--- config.mk ---
export PLATFORM = sky130hd
export DESIGN_NAME = fft_ctrl
export DESIGN_NICKNAME = d
export VERILOG_FILES = /design/src/rtl/fft_ctrl.sv
export SDC_FILE = /design/constraint.sdc
export NUM_CORES = 1
export LEC_CHECK = 0
export CAP_MARGIN = 0
export CORE_AREA = 2 2 136 138
export DETAILED_ROUTE_END_ITERATION = 10
export DIE_AREA = 0 0 138 140
export HOLD_SLACK_MARGIN = 0.05
export SYNTH_ARGS = -nofsm -noshare
export SYNTH_HDL_FRONTEND = slang
export SYNTH_SLANG_ARGS = --single-unit
--- constraint.sdc ---
create_clock -name clk_50m -period 9.31 [get_ports clk_50m]
set_input_delay 2.793 -clock clk_50m [delete_from_list [all_inputs] [get_ports clk_50m]]
set_output_delay 2.793 -clock clk_50m [all_outputs]
set_load 0.02 [all_outputs]
--- src/rtl/fft_ctrl.sv ---
// fft_ctrl: frequency-measurement controller for the 10-bit ADC path.
// A debounced key press starts a min/max calibration of the signal midpoint,
// then counts hysteretic rising midpoint crossings over a fixed gate window.
//
// state | meaning
// IDLE  | waiting for the first key press after reset
// CAL   | tracking min/max of the sample for CAL_CYCLES clocks
// GATE  | counting rising crossings for GATE_CYCLES clocks
// DONE  | result held on wave_freq with freq_vaild high; a press re-measures
//
// Latency: freq_vaild rises CAL_CYCLES+GATE_CYCLES+1 clocks after the edge on
// which start goes high (start -> CAL entry 1 clock, CAL_CYCLES clocks in CAL,
// GATE_CYCLES clocks in GATE, result loaded on the last GATE edge).
module fft_ctrl #(
    parameter int DEBOUNCE_CYCLES = 1_000_000,
    parameter int CAL_CYCLES      = 1_000_000,
    parameter int GATE_CYCLES     = 50_000_000,
    parameter int HYST            = 16
) (
    input  logic        clk_50m,
    input  logic        rst,
    input  logic [9:0]  ad_data,
    input  logic        key,
    output logic [15:0] wave_freq,
    output logic        freq_vaild
);

    localparam int DB_W    = $clog2(DEBOUNCE_CYCLES + 1);
    localparam int TMR_MAX = (CAL_CYCLES > GATE_CYCLES) ? CAL_CYCLES : GATE_CYCLES;
    localparam int TMR_W   = $clog2(TMR_MAX + 1);

    localparam logic [DB_W-1:0]  DB_LAST   = DB_W'(DEBOUNCE_CYCLES - 1);
    localparam logic [TMR_W-1:0] CAL_LOAD  = TMR_W'(CAL_CYCLES - 1);
    localparam logic [TMR_W-1:0] GATE_LOAD = TMR_W'(GATE_CYCLES - 1);
    localparam logic signed [11:0] HYST_S  = 12'(HYST);
    localparam logic [10:0] FLAT_SPAN      = 11'(4 * HYST);

    typedef enum logic [1:0] {IDLE, CAL, GATE, DONE} state_t;

    state_t state, state_nxt;

    logic            key_s1, key_s2;
    logic            key_lvl, key_lvl_d;
    logic [DB_W-1:0] db_cnt;
    logic            start;

    logic [9:0]       s;
    logic [9:0]       mn, mx, mid;
    logic [9:0]       mn_nxt, mx_nxt, mid_nxt;
    logic             flat;
    logic [TMR_W-1:0] tmr;
    logic             tmr_tc;

    logic signed [11:0] s_sgn, thr_lo, thr_hi;
    logic               below, above, crossing;
    logic               armed, armed_nxt;
    logic [15:0]        cnt, cnt_nxt;

    // two-flop synchronizer for the asynchronous pushbutton, idles high
    always_ff @(posedge clk_50m) begin
        if (rst) begin
            key_s1 <= 1'b1;
            key_s2 <= 1'b1;
        end else begin
            key_s1 <= key;
            key_s2 <= key_s1;
        end
    end

    // accept a new key level only after it has differed for DEBOUNCE_CYCLES clocks in a row
    always_ff @(posedge clk_50m) begin
        if (rst) begin
            key_lvl   <= 1'b1;
            key_lvl_d <= 1'b1;
            db_cnt    <= '0;
        end else begin
            key_lvl_d <= key_lvl;
            if (key_s2 == key_lvl) begin
                db_cnt <= '0;
            end else if (db_cnt == DB_LAST) begin
                key_lvl <= key_s2;
                db_cnt  <= '0;
            end else begin
                db_cnt <= db_cnt + 1'b1;
            end
        end
    end

    assign start = key_lvl_d & ~key_lvl;

    // single register stage on the ADC sample; every compare uses s
    always_ff @(posedge clk_50m) begin
        if (rst) s <= '0;
        else     s <= ad_data;
    end

    // calibration arithmetic and hysteresis compares (thresholds kept signed so mid-HYST cannot wrap)
    always_comb begin
        mn_nxt    = (s < mn) ? s : mn;
        mx_nxt    = (s > mx) ? s : mx;
        mid_nxt   = 10'(({1'b0, mx_nxt} + {1'b0, mn_nxt}) >> 1);
        flat      = ({1'b0, mx_nxt} - {1'b0, mn_nxt}) < FLAT_SPAN;
        tmr_tc    = (tmr == '0);
        s_sgn     = $signed({2'b00, s});
        thr_lo    = $signed({2'b00, mid}) - HYST_S;
        thr_hi    = $signed({2'b00, mid}) + HYST_S;
        below     = s_sgn < thr_lo;
        above     = s_sgn > thr_hi;
        crossing  = armed & above;
        armed_nxt = armed;
        if (crossing)   armed_nxt = 1'b0;
        else if (below) armed_nxt = 1'b1;
        cnt_nxt   = (crossing && cnt != 16'hFFFF) ? cnt + 16'd1 : cnt;
    end

    // state register
    always_ff @(posedge clk_50m) begin
        if (rst) state <= IDLE;
        else     state <= state_nxt;
    end

    // next-state decode; start is ignored in CAL and GATE
    always_comb begin
        state_nxt = state;
        case (state)
            IDLE: if (start) state_nxt = CAL;
            CAL:  if (tmr_tc) state_nxt = flat ? DONE : GATE;
            GATE: if (tmr_tc) state_nxt = DONE;
            DONE: if (start) state_nxt = CAL;
            default: state_nxt = IDLE;
        endcase
    end

    // datapath: timers, min/max, crossing counter and result registers
    always_ff @(posedge clk_50m) begin
        if (rst) begin
            mn         <= '0;
            mx         <= '0;
            mid        <= '0;
            tmr        <= '0;
            armed      <= 1'b0;
            cnt        <= '0;
            wave_freq  <= '0;
            freq_vaild <= 1'b0;
        end else begin
            case (state)
                IDLE, DONE: begin
                    if (start) begin
                        freq_vaild <= 1'b0;
                        mn         <= 10'h3FF;
                        mx         <= '0;
                        tmr        <= CAL_LOAD;
                    end
                end
                CAL: begin
                    mn <= mn_nxt;
                    mx <= mx_nxt;
                    if (tmr_tc) begin
                        if (flat) begin
                            wave_freq  <= '0;
                            freq_vaild <= 1'b1;
                        end else begin
                            mid   <= mid_nxt;
                            tmr   <= GATE_LOAD;
                            cnt   <= '0;
                            armed <= 1'b0;
                        end
                    end else begin
                        tmr <= tmr - 1'b1;
                    end
                end
                GATE: begin
                    armed <= armed_nxt;
                    cnt   <= cnt_nxt;
                    if (tmr_tc) begin
                        wave_freq  <= cnt_nxt;
                        freq_vaild <= 1'b1;
                    end else begin
                        tmr <= tmr - 1'b1;
                    end
                end
                default: ;
            endcase
        end
    end

endmodule

==> impl_metrics.xml, run 1 <==
<?xml version="1.0" encoding="UTF-8"?>
<metrics>
  <group name="drt">
    <metric name="final_antenna_net_count" unit="">0</metric>
    <metric name="totalWireLength" unit="microns">19200</metric>
    <metric name="drt_first_pass_iters" unit="">5</metric>
    <metric name="total_via_count_after_detailed_routing" unit="">6906</metric>
    <metric name="detail_route.wl_per_cell" unit="microns">15.7</metric>
    <metric name="initialDrtViolationCount" unit="">395</metric>
    <metric name="route.detailed.drc" unit="">0</metric>
    <metric name="detail_route.vias_per_cell" unit="">5.65</metric>
  </group>
  <group name="clocking">
    <metric name="clock_sinks" unit="">126</metric>
    <metric name="cts_hold_buffers" unit="">0</metric>
    <metric name="htree_levels" unit="">4</metric>
    <metric name="cts_buffers" unit="">17</metric>
    <metric name="worst_skew_pair.late_latency" unit="ns">0.42</metric>
    <metric name="cts-root-buf" unit="">sky130_fd_sc_hd__clkbuf_16</metric>
    <metric name="cts_tree" unit="">built</metric>
    <metric name="clk_pin_slew_worst_paths" unit="ns">0.06</metric>
    <metric name="postCtsSetupRepairBufs" unit="">0</metric>
    <metric name="cts_buffer_depth" unit="">2</metric>
    <metric name="cts_resized" unit="">0</metric>
  </group>
  <group name="power">
    <metric name="cell_internal_pwr" unit="W">0.00135</metric>
    <metric name="power.share.sequential" unit="%">29.3</metric>
    <metric name="power-per-cell-area" unit="nW/um^2">250</metric>
    <metric name="switching_share" unit="%">39.6</metric>
    <metric name="vdd_drop_max" unit="mV">0.142</metric>
    <metric name="net_switching" unit="W">0.000881</metric>
    <metric name="power.leakage" unit="nW">3.45</metric>
    <metric name="combinationalPowerShare" unit="%">41.1</metric>
    <metric name="p_clk_share" unit="%">29.6</metric>
  </group>
  <group name="finish">
    <metric name="n_antenna_cell" unit="">0</metric>
    <metric name="num-nets-final" unit="">1058</metric>
    <metric name="layout.cells.most_common_list" unit="">sky130_fd_sc_hd__dfxtp_1, sky130_fd_sc_hd__nand2_1, sky130_fd_sc_hd__nor2_1</metric>
    <metric name="stdcell_area" unit="sq um">8910</metric>
    <metric name="area_growth_from_synthesis_to_final_layout" unit="%">12.9</metric>
    <metric name="fillers" unit="">1746</metric>
    <metric name="layout-drive-gt1-share" unit="%">7.24</metric>
    <metric name="final_common_cell" unit="">sky130_fd_sc_hd__dfxtp_1</metric>
    <metric name="final_util" unit="%">50.1</metric>
  </group>
  <group name="floorplan">
    <metric name="starting_density_of_the_core" unit="%">44.4</metric>
    <metric name="die-height" unit="microns">140</metric>
    <metric name="rows" unit="">49</metric>
    <metric name="dieWidth" unit="microns">138</metric>
    <metric name="top_level_ports" unit="">30</metric>
    <metric name="fp.coreArea" unit="sq um">17800</metric>
    <metric name="fp.dieArea" unit="sq um">19300</metric>
  </group>
  <group name="place">
    <metric name="dpl_worst_slack" unit="ns">3.25</metric>
    <metric name="detailed_place.area" unit="sq um">8330</metric>
    <metric name="finalWeightedCongestion" unit="">0.869</metric>
    <metric name="port_buffers" unit="">29</metric>
    <metric name="dp.final_hpwl" unit="microns">13600</metric>
  </group>
  <group name="timing">
    <metric name="final-max-slew-violation-count" unit="">0</metric>
    <metric name="finalSetupTns" unit="ns">0</metric>
    <metric name="final-setup-viol-count" unit="">0</metric>
    <metric name="rsz_0062_raised_after_global_routing" unit="">no</metric>
    <metric name="clock-skew-final" unit="ns">0.00807</metric>
    <metric name="worstMarginPinSlew" unit="ns">1.06</metric>
    <metric name="min_period_over_period" unit="%">65.6</metric>
    <metric name="achievable-frequency" unit="MHz">164</metric>
    <metric name="fin_ws" unit="ns">3.20</metric>
    <metric name="tightest_slew_margin_relative_to_the_limit" unit="%">29.4</metric>
    <metric name="number_of_failing_hold_endpoints_at_the_final_stage" unit="">0</metric>
    <metric name="layout_min_cycle_time" unit="ns">6.11</metric>
  </group>
  <group name="synth">
    <metric name="dominant_combinational_cell_family_by_area_after_synthesis" unit="">simple AND/OR/NAND/NOR gates</metric>
    <metric name="post_synth_instance_area" unit="sq um">7890</metric>
    <metric name="synth_nets" unit="">1048</metric>
    <metric name="syn_area_per_cell" unit="sq um">8.11</metric>
    <metric name="synthMuxAreaShare" unit="%">4.64</metric>
    <metric name="yosys.area_share.adder" unit="%">9.92</metric>
    <metric name="synth_simple_gate_area_share" unit="%">23.3</metric>
    <metric name="yosysWarnings" unit="">0</metric>
    <metric name="postSynthRegisterBits" unit="">126</metric>
    <metric name="synthArstFlopShare" unit="%">0</metric>
    <metric name="synthXorXnorAreaFrac" unit="%">5.21</metric>
    <metric name="synth_top_flop_cell" unit="">sky130_fd_sc_hd__dfxtp_1</metric>
    <metric name="synthesis.instances" unit="">973</metric>
    <metric name="synth_cell_type_count" unit="">76</metric>
    <metric name="count_of_flip_flops_with_a_built_in_enable_after_synthesis" unit="">0</metric>
    <metric name="sequential_area_share_after_synthesis" unit="%">32.0</metric>
    <metric name="synth-compound-area-share" unit="%">19.2</metric>
  </group>
  <group name="worst_setup_path">
    <metric name="critPathRequiredTime" unit="ns">9.62</metric>
    <metric name="startpoint_type" unit="">flip-flop</metric>
    <metric name="endpoint_kind" unit="">flip-flop</metric>
    <metric name="crit_type" unit="">flip-flop to flip-flop</metric>
    <metric name="timing.critical_path.fanout_max" unit="">21</metric>
    <metric name="cp.arrival" unit="ns">6.42</metric>
  </group>
  <group name="flow_run">
    <metric name="timing.max_cap.violations" unit="">0</metric>
  </group>
  <group name="worst_hold_path">
    <metric name="hold_path.class" unit="">flip-flop to flip-flop</metric>
  </group>
  <group name="grt">
    <metric name="groute.usage.overall" unit="%">20.5</metric>
    <metric name="overflow" unit="">0</metric>
    <metric name="gr-max-usage-layer" unit="">met2</metric>
    <metric name="global_routing_met1_resource_utilization" unit="%">27.5</metric>
    <metric name="grt_start_max_net_pins" unit="">80</metric>
    <metric name="via_count_of_the_first_global_routing_pass" unit="">6515</metric>
    <metric name="grt_util_met2" unit="%">32.9</metric>
    <metric name="antenna_found_initial" unit="">0</metric>
    <metric name="grt_met3_usage" unit="%">4.21</metric>
    <metric name="grt_pass1_wl" unit="microns">32700</metric>
  </group>
  <group name="status">
    <metric name="status" unit="">completed</metric>
  </group>
</metrics>
-- metrics by stage --
step           hold slack (ns)  std cells  power [W]
2_1_floorplan            0.389        973    0.00137
3_3_place_gp             0.392       1193    0.00156
3_5_place_dp             0.397       1193    0.00157
4_1_cts                  0.411       1223    0.00224
5_1_grt                  0.435       1223    0.00238
6_report                 0.408       1223    0.00223
-- layout make-up --
cell class	count	area [sq um]	share of cell area, %
multi-input cells	736	4920	55.3
flip-flops and latches	126	2520	28.3
clock buffers	22	474	5.32
repair buffers	38	353	3.96
well taps	229	287	3.22
inverters	64	240	2.70
clock inverters	8	109	1.22
-- sequential cells by signal, indices dropped and copies added, names as in the netlist --
register    count
key_s1          1
wave_freq      16
mx             10
mn             10
armed           1
freq_vaild      1
cnt            16
tmr            26
s              10
state           2
db_cnt         20
key_lvl_d       1
key_lvl         1
mid            10
key_s2          1
-- critical path, stage by stage, from the launching register on --
cell	delay [ns]
sky130_fd_sc_hd__dfxtp_1	0.47
sky130_fd_sc_hd__ha_1	0.30
sky130_fd_sc_hd__a211oi_1	0.23
sky130_fd_sc_hd__o21bai_1	0.15
sky130_fd_sc_hd__a31o_2	0.25
sky130_fd_sc_hd__nor2_1	0.45
sky130_fd_sc_hd__buf_4	0.29
sky130_fd_sc_hd__mux2i_1	0.30
sky130_fd_sc_hd__inv_1	0.07
sky130_fd_sc_hd__ha_1	0.45
sky130_fd_sc_hd__inv_1	0.12
sky130_fd_sc_hd__a21oi_1	0.21
sky130_fd_sc_hd__o31ai_1	0.09
sky130_fd_sc_hd__a2111oi_0	0.50
sky130_fd_sc_hd__o211ai_1	0.18
sky130_fd_sc_hd__nor3_1	0.23
sky130_fd_sc_hd__nor3b_2	0.43
sky130_fd_sc_hd__o21ai_2	0.36
sky130_fd_sc_hd__and2_1	0.52
sky130_fd_sc_hd__o221a_2	0.39
-- routing by layer --
metal  vias up  wire length, microns
li1       3513                     -
met2       127                  8670
met3        27                   642
met5         -                     0
met1      3239                  9480
met4         0                   393
-- cell families after synthesis --
kind of cell	Yosys count
buffers and inverters	111
and+or+nand+nor	374
AOI/OAI and AO/OA	217
adders and majority gates	62
DFF	126
xor gates and xnor gates	47
muxes	36
-- cells in the mapped netlist, drive strengths merged (3+ instances only) --
master    n  area share, %
mux2      5           0.71
nor3     37            2.5
a32o      8            1.0
a31oi    16            1.3
a21o      7           0.67
xor2     23            2.6
dfxtp   126             32
nor2b    19            1.5
nand2    98            4.7
a21oi    56            3.6
nand2b   10           0.79
a22oi     9           0.86
nand3    47            3.0
and3     15            1.2
nand4     9           0.71
buf      14            1.2
a211oi   15            1.6
or3      10           0.79
o21bai    7           0.67
o21a      5           0.48
or2       7           0.55
inv      62            2.9
nor3b     3           0.35
o311ai    3           0.33
mux2i    31            3.9
ha       61            9.7
xnor2    24            2.7
clkbuf   33            1.6
a311oi    9            1.1
a221oi   11            1.3
o211ai    8           0.76
nor4     13            1.0
nor2     90            4.5
o31a      3           0.33
or4       5           0.57
o31ai     3           0.29
o21ai    37            2.4
-- final timing paths --
path,startpoint,to,slack [ns],cells after the start
setup / recovery,s[7]$_SDFF_PP0_,tmr[1]$_SDFFE_PP0P_,3.20,19
hold reg to reg,key_s1$_SDFF_PP1_,key_s2$_SDFF_PP1_,0.41,1
setup reg to reg,s[7]$_SDFF_PP0_,tmr[1]$_SDFFE_PP0P_,3.20,19
hold / removal,key_s1$_SDFF_PP1_,key_s2$_SDFF_PP1_,0.41,1
-- power groups by stage --
| stage | clock network [W] | logic, W | registers (W) |
|---|---|---|---|
| floorplan | 0 | 0.000721 | 0.000647 |
| global route | 0.000701 | 0.00102 | 0.000661 |
| finish | 0.000659 | 0.000915 | 0.000653 |
| CTS | 0.000674 | 0.000912 | 0.000652 |
| detailed placement | 0 | 0.000906 | 0.000662 |
| global placement | 0 | 0.000902 | 0.000662 |
Note: power is estimated with default switching activity, not from simulation.
==> inputs of run 2 (changes only) <==
==> constraint.sdc (replaced) <==
create_clock -name clk_50m -period 5.57 [get_ports clk_50m]
set_input_delay 1.671 -clock clk_50m [delete_from_list [all_inputs] [get_ports clk_50m]]
set_output_delay 1.671 -clock clk_50m [all_outputs]
set_load 0.02 [all_outputs]
==> run 2 against run 1 <==
Effect of this change: design area increased by 0.94%; wire length increased by 1.6%; total power increased by 69%; global-route usage decreased by 0.20 points; critical path depth unchanged; via count increased by 0.81%; final cell count increased by 1.1%.
==> impl_metrics.xml, run 2 (synthesized netlist as in run 1, its figures left out) <==
<?xml version="1.0" encoding="UTF-8"?>
<metrics>
  <group name="status">
    <metric name="status" unit="">completed</metric>
  </group>
  <group name="drt">
    <metric name="route.detailed.drc" unit="">0</metric>
    <metric name="dr_wl_met2" unit="microns">8970</metric>
    <metric name="met1Wirelength" unit="microns">9470</metric>
    <metric name="detail_route.vias_per_cell" unit="">5.63</metric>
    <metric name="detail_route.wl_per_cell" unit="microns">15.8</metric>
    <metric name="totalWireLength" unit="microns">19500</metric>
    <metric name="total_via_count_after_detailed_routing" unit="">6962</metric>
    <metric name="metal3_wl" unit="microns">707</metric>
    <metric name="route.top_layer_used" unit="">met4</metric>
    <metric name="final_antenna_net_count" unit="">0</metric>
    <metric name="initialDrtViolationCount" unit="">430</metric>
    <metric name="drt_first_pass_iters" unit="">5</metric>
  </group>
  <group name="floorplan">
    <metric name="dieWidth" unit="microns">138</metric>
    <metric name="rows" unit="">49</metric>
    <metric name="fp.coreArea" unit="sq um">17800</metric>
    <metric name="die-height" unit="microns">140</metric>
    <metric name="top_level_ports" unit="">30</metric>
    <metric name="starting_density_of_the_core" unit="%">44.4</metric>
    <metric name="fp.dieArea" unit="sq um">19300</metric>
  </group>
  <group name="finish">
    <metric name="reg.largest.list" unit="">tmr x26, db_cnt x20</metric>
    <metric name="layout.cells.most_common_list" unit="">sky130_fd_sc_hd__dfxtp_1, sky130_fd_sc_hd__nand2_1, sky130_fd_sc_hd__nor2_1</metric>
    <metric name="max_reg_flops" unit="">26</metric>
    <metric name="n_antenna_cell" unit="">0</metric>
    <metric name="reg_with_most_ffs" unit="">tmr</metric>
    <metric name="final_common_cell" unit="">sky130_fd_sc_hd__dfxtp_1</metric>
    <metric name="area_growth_from_synthesis_to_final_layout" unit="%">13.9</metric>
    <metric name="layout-drive-gt1-share" unit="%">8.94</metric>
    <metric name="post_layout_nonfiller_instances" unit="">1236</metric>
    <metric name="final_util" unit="%">50.6</metric>
    <metric name="stdcell_area" unit="sq um">8990</metric>
    <metric name="num-nets-final" unit="">1069</metric>
    <metric name="fillers" unit="">1766</metric>
  </group>
  <group name="worst_setup_path">
    <metric name="startpoint" unit="">s[3]$_SDFF_PP0_</metric>
    <metric name="worst_path_dominant_cell_family" unit="">compound AO/OA/AOI/OAI gates</metric>
    <metric name="critPathRequiredTime" unit="ns">5.92</metric>
    <metric name="cp.arrival" unit="ns">5.58</metric>
    <metric name="startpoint_type" unit="">flip-flop</metric>
    <metric name="endpoint_kind" unit="">flip-flop</metric>
    <metric name="timing.critical_path.fanout_max" unit="">15</metric>
    <metric name="crit_slowest_cell" unit="">sky130_fd_sc_hd__o32ai_4</metric>
    <metric name="worst-r2r-setup-slack" unit="ns">0.34</metric>
    <metric name="crit_path_max_incr_delay" unit="ns">0.69</metric>
    <metric name="crit_path_frequent_cell" unit="">sky130_fd_sc_hd__buf_4</metric>
    <metric name="crit_type" unit="">flip-flop to flip-flop</metric>
    <metric name="crit-reg2reg-launch" unit="">s[3]$_SDFF_PP0_</metric>
    <metric name="timing.critical_path.depth" unit="">19</metric>
    <metric name="crit_chain" unit="">ha_1 -&gt; a21oi_1 -&gt; o21ai_0 -&gt; a2111oi_2 -&gt; nor2_1 -&gt; buf_4 -&gt; o21ai_1 -&gt; ha_1 -&gt; buf_4 -&gt; or4_1 -&gt; a21oi_1 -&gt; a2111oi_1 -&gt; o211ai_1 -&gt; nor3_1 -&gt; nor3b_2 -&gt; buf_4 -&gt; o32ai_4 -&gt; buf_4 -&gt; mux2i_1</metric>
    <metric name="timing.rr.end" unit="">cnt[14]$_SDFFE_PP0P_</metric>
    <metric name="crit_buf_inv" unit="">4</metric>
    <metric name="worst_r2r_path_depth" unit="">19</metric>
  </group>
  <group name="grt">
    <metric name="antenna_found_initial" unit="">0</metric>
    <metric name="via_count_of_the_first_global_routing_pass" unit="">6567</metric>
    <metric name="grt_pass1_wl" unit="microns">32600</metric>
    <metric name="groute.usage.overall" unit="%">20.3</metric>
    <metric name="overflow" unit="">0</metric>
    <metric name="grt_start_max_net_pins" unit="">79</metric>
  </group>
  <group name="clocking">
    <metric name="htree_levels" unit="">4</metric>
    <metric name="clk_pin_slew_worst_paths" unit="ns">0.06</metric>
    <metric name="cts-root-buf" unit="">sky130_fd_sc_hd__clkbuf_16</metric>
    <metric name="cts_tree" unit="">built</metric>
    <metric name="cts_buffer_depth" unit="">2</metric>
    <metric name="cts_buffers" unit="">17</metric>
    <metric name="worst_skew_pair.late_latency" unit="ns">0.43</metric>
    <metric name="cts_hold_buffers" unit="">0</metric>
    <metric name="clock_sinks" unit="">126</metric>
  </group>
  <group name="place">
    <metric name="dp.final_hpwl" unit="microns">13700</metric>
    <metric name="finalWeightedCongestion" unit="">0.859</metric>
    <metric name="detailed_place.area" unit="sq um">8410</metric>
    <metric name="port_buffers" unit="">29</metric>
    <metric name="place.detailed.instances" unit="">1204</metric>
  </group>
  <group name="timing">
    <metric name="final-setup-viol-count" unit="">0</metric>
    <metric name="number_of_failing_hold_endpoints_at_the_final_stage" unit="">0</metric>
    <metric name="tightest_slew_margin_relative_to_the_limit" unit="%">31.4</metric>
    <metric name="min_period_over_period" unit="%">93.8</metric>
    <metric name="finalSetupTns" unit="ns">0</metric>
    <metric name="worstMarginPinSlew" unit="ns">1.03</metric>
    <metric name="rsz_0062_raised_after_global_routing" unit="">no</metric>
    <metric name="layout_min_cycle_time" unit="ns">5.23</metric>
    <metric name="fin_hold_ws" unit="ns">0.407</metric>
    <metric name="achievable-frequency" unit="MHz">191</metric>
    <metric name="final-max-slew-violation-count" unit="">0</metric>
    <metric name="clock-skew-final" unit="ns">0.00766</metric>
  </group>
  <group name="power">
    <metric name="vdd_drop_max" unit="mV">0.232</metric>
    <metric name="power.leakage" unit="nW">3.51</metric>
    <metric name="power-per-cell-area" unit="nW/um^2">419</metric>
  </group>
  <group name="flow_run">
    <metric name="timing.max_cap.violations" unit="">0</metric>
  </group>
  <group name="worst_hold_path">
    <metric name="hold_path.class" unit="">flip-flop to flip-flop</metric>
    <metric name="holdPathStages" unit="">1</metric>
    <metric name="min_from" unit="">key_s1$_SDFF_PP1_</metric>
    <metric name="worstHoldEndpoint" unit="">key_s2$_SDFF_PP1_</metric>
  </group>
</metrics>
[run 2: power breakdown]
part           total [W]  internal (W)  switching (W)
combinational    0.00158      0.000597       0.000978
clock            0.00110      0.000660       0.000439
sequential       0.00109      0.000996      0.0000945
[run 2: how the worst max path moves through the flow]
stage,endpoint
floorplan,tmr[24]$_SDFFE_PP0P_
global placement,tmr[0]$_SDFFE_PP0P_
detailed placement,tmr[0]$_SDFFE_PP0P_
CTS,tmr[0]$_SDFFE_PP0P_
global route,tmr[10]$_SDFFE_PP0P_
finish,cnt[14]$_SDFFE_PP0P_
[run 2: final cells by class]
cell class / count / area [sq um] / share of cell area [%]
clock inverters: 13 / 141 / 1.57
well taps: 229 / 287 / 3.19
multi-input cells: 736 / 4930 / 54.9
flip-flops and latches: 126 / 2520 / 28.1
inverters: 64 / 240 / 2.67
repair buffers: 49 / 435 / 4.84
clock buffers: 19 / 433 / 4.81
[run 2: timing repair]
| action | CTS | global route |
|---|---|---|
| setup buffers | 0 | 0 |
| endpoints found under the setup margin | 0 | 49 |
| gates resized for setup | 0 | 9 |
[run 2: routing by layer]
metal | GRT usage, % | vias to the layer above
li1 | - | 3535
met1 | 27.6 | 3272
met2 | 32.7 | 132
met3 | 3.59 | 23
met4 | 6.61 | 0
met5 | 0 | -
[run 2: worst register-to-register path, stage by stage (launching register included)]
cell	delay [ns]
sky130_fd_sc_hd__dfxtp_1	0.52
sky130_fd_sc_hd__ha_1	0.31
sky130_fd_sc_hd__a21oi_1	0.14
sky130_fd_sc_hd__o21ai_0	0.18
sky130_fd_sc_hd__a2111oi_2	0.46
sky130_fd_sc_hd__nor2_1	0.11
sky130_fd_sc_hd__buf_4	0.20
sky130_fd_sc_hd__o21ai_1	0.26
sky130_fd_sc_hd__ha_1	0.29
sky130_fd_sc_hd__buf_4	0.17
sky130_fd_sc_hd__or4_1	0.50
sky130_fd_sc_hd__a21oi_1	0.19
sky130_fd_sc_hd__a2111oi_1	0.09
sky130_fd_sc_hd__o211ai_1	0.12
sky130_fd_sc_hd__nor3_1	0.08
sky130_fd_sc_hd__nor3b_2	0.17
sky130_fd_sc_hd__buf_4	0.20
sky130_fd_sc_hd__o32ai_4	0.69
sky130_fd_sc_hd__buf_4	0.30
sky130_fd_sc_hd__mux2i_1	0.18
[run 2: through the flow]
step	total power, W	setup slack (ns)
after floorplan	0.00229	0.776
after global placement	0.00266	0.158
after detailed placement	0.00266	0.101
after CTS	0.00377	0.0640
after global routing	0.00403	0.0226
final	0.00377	0.345
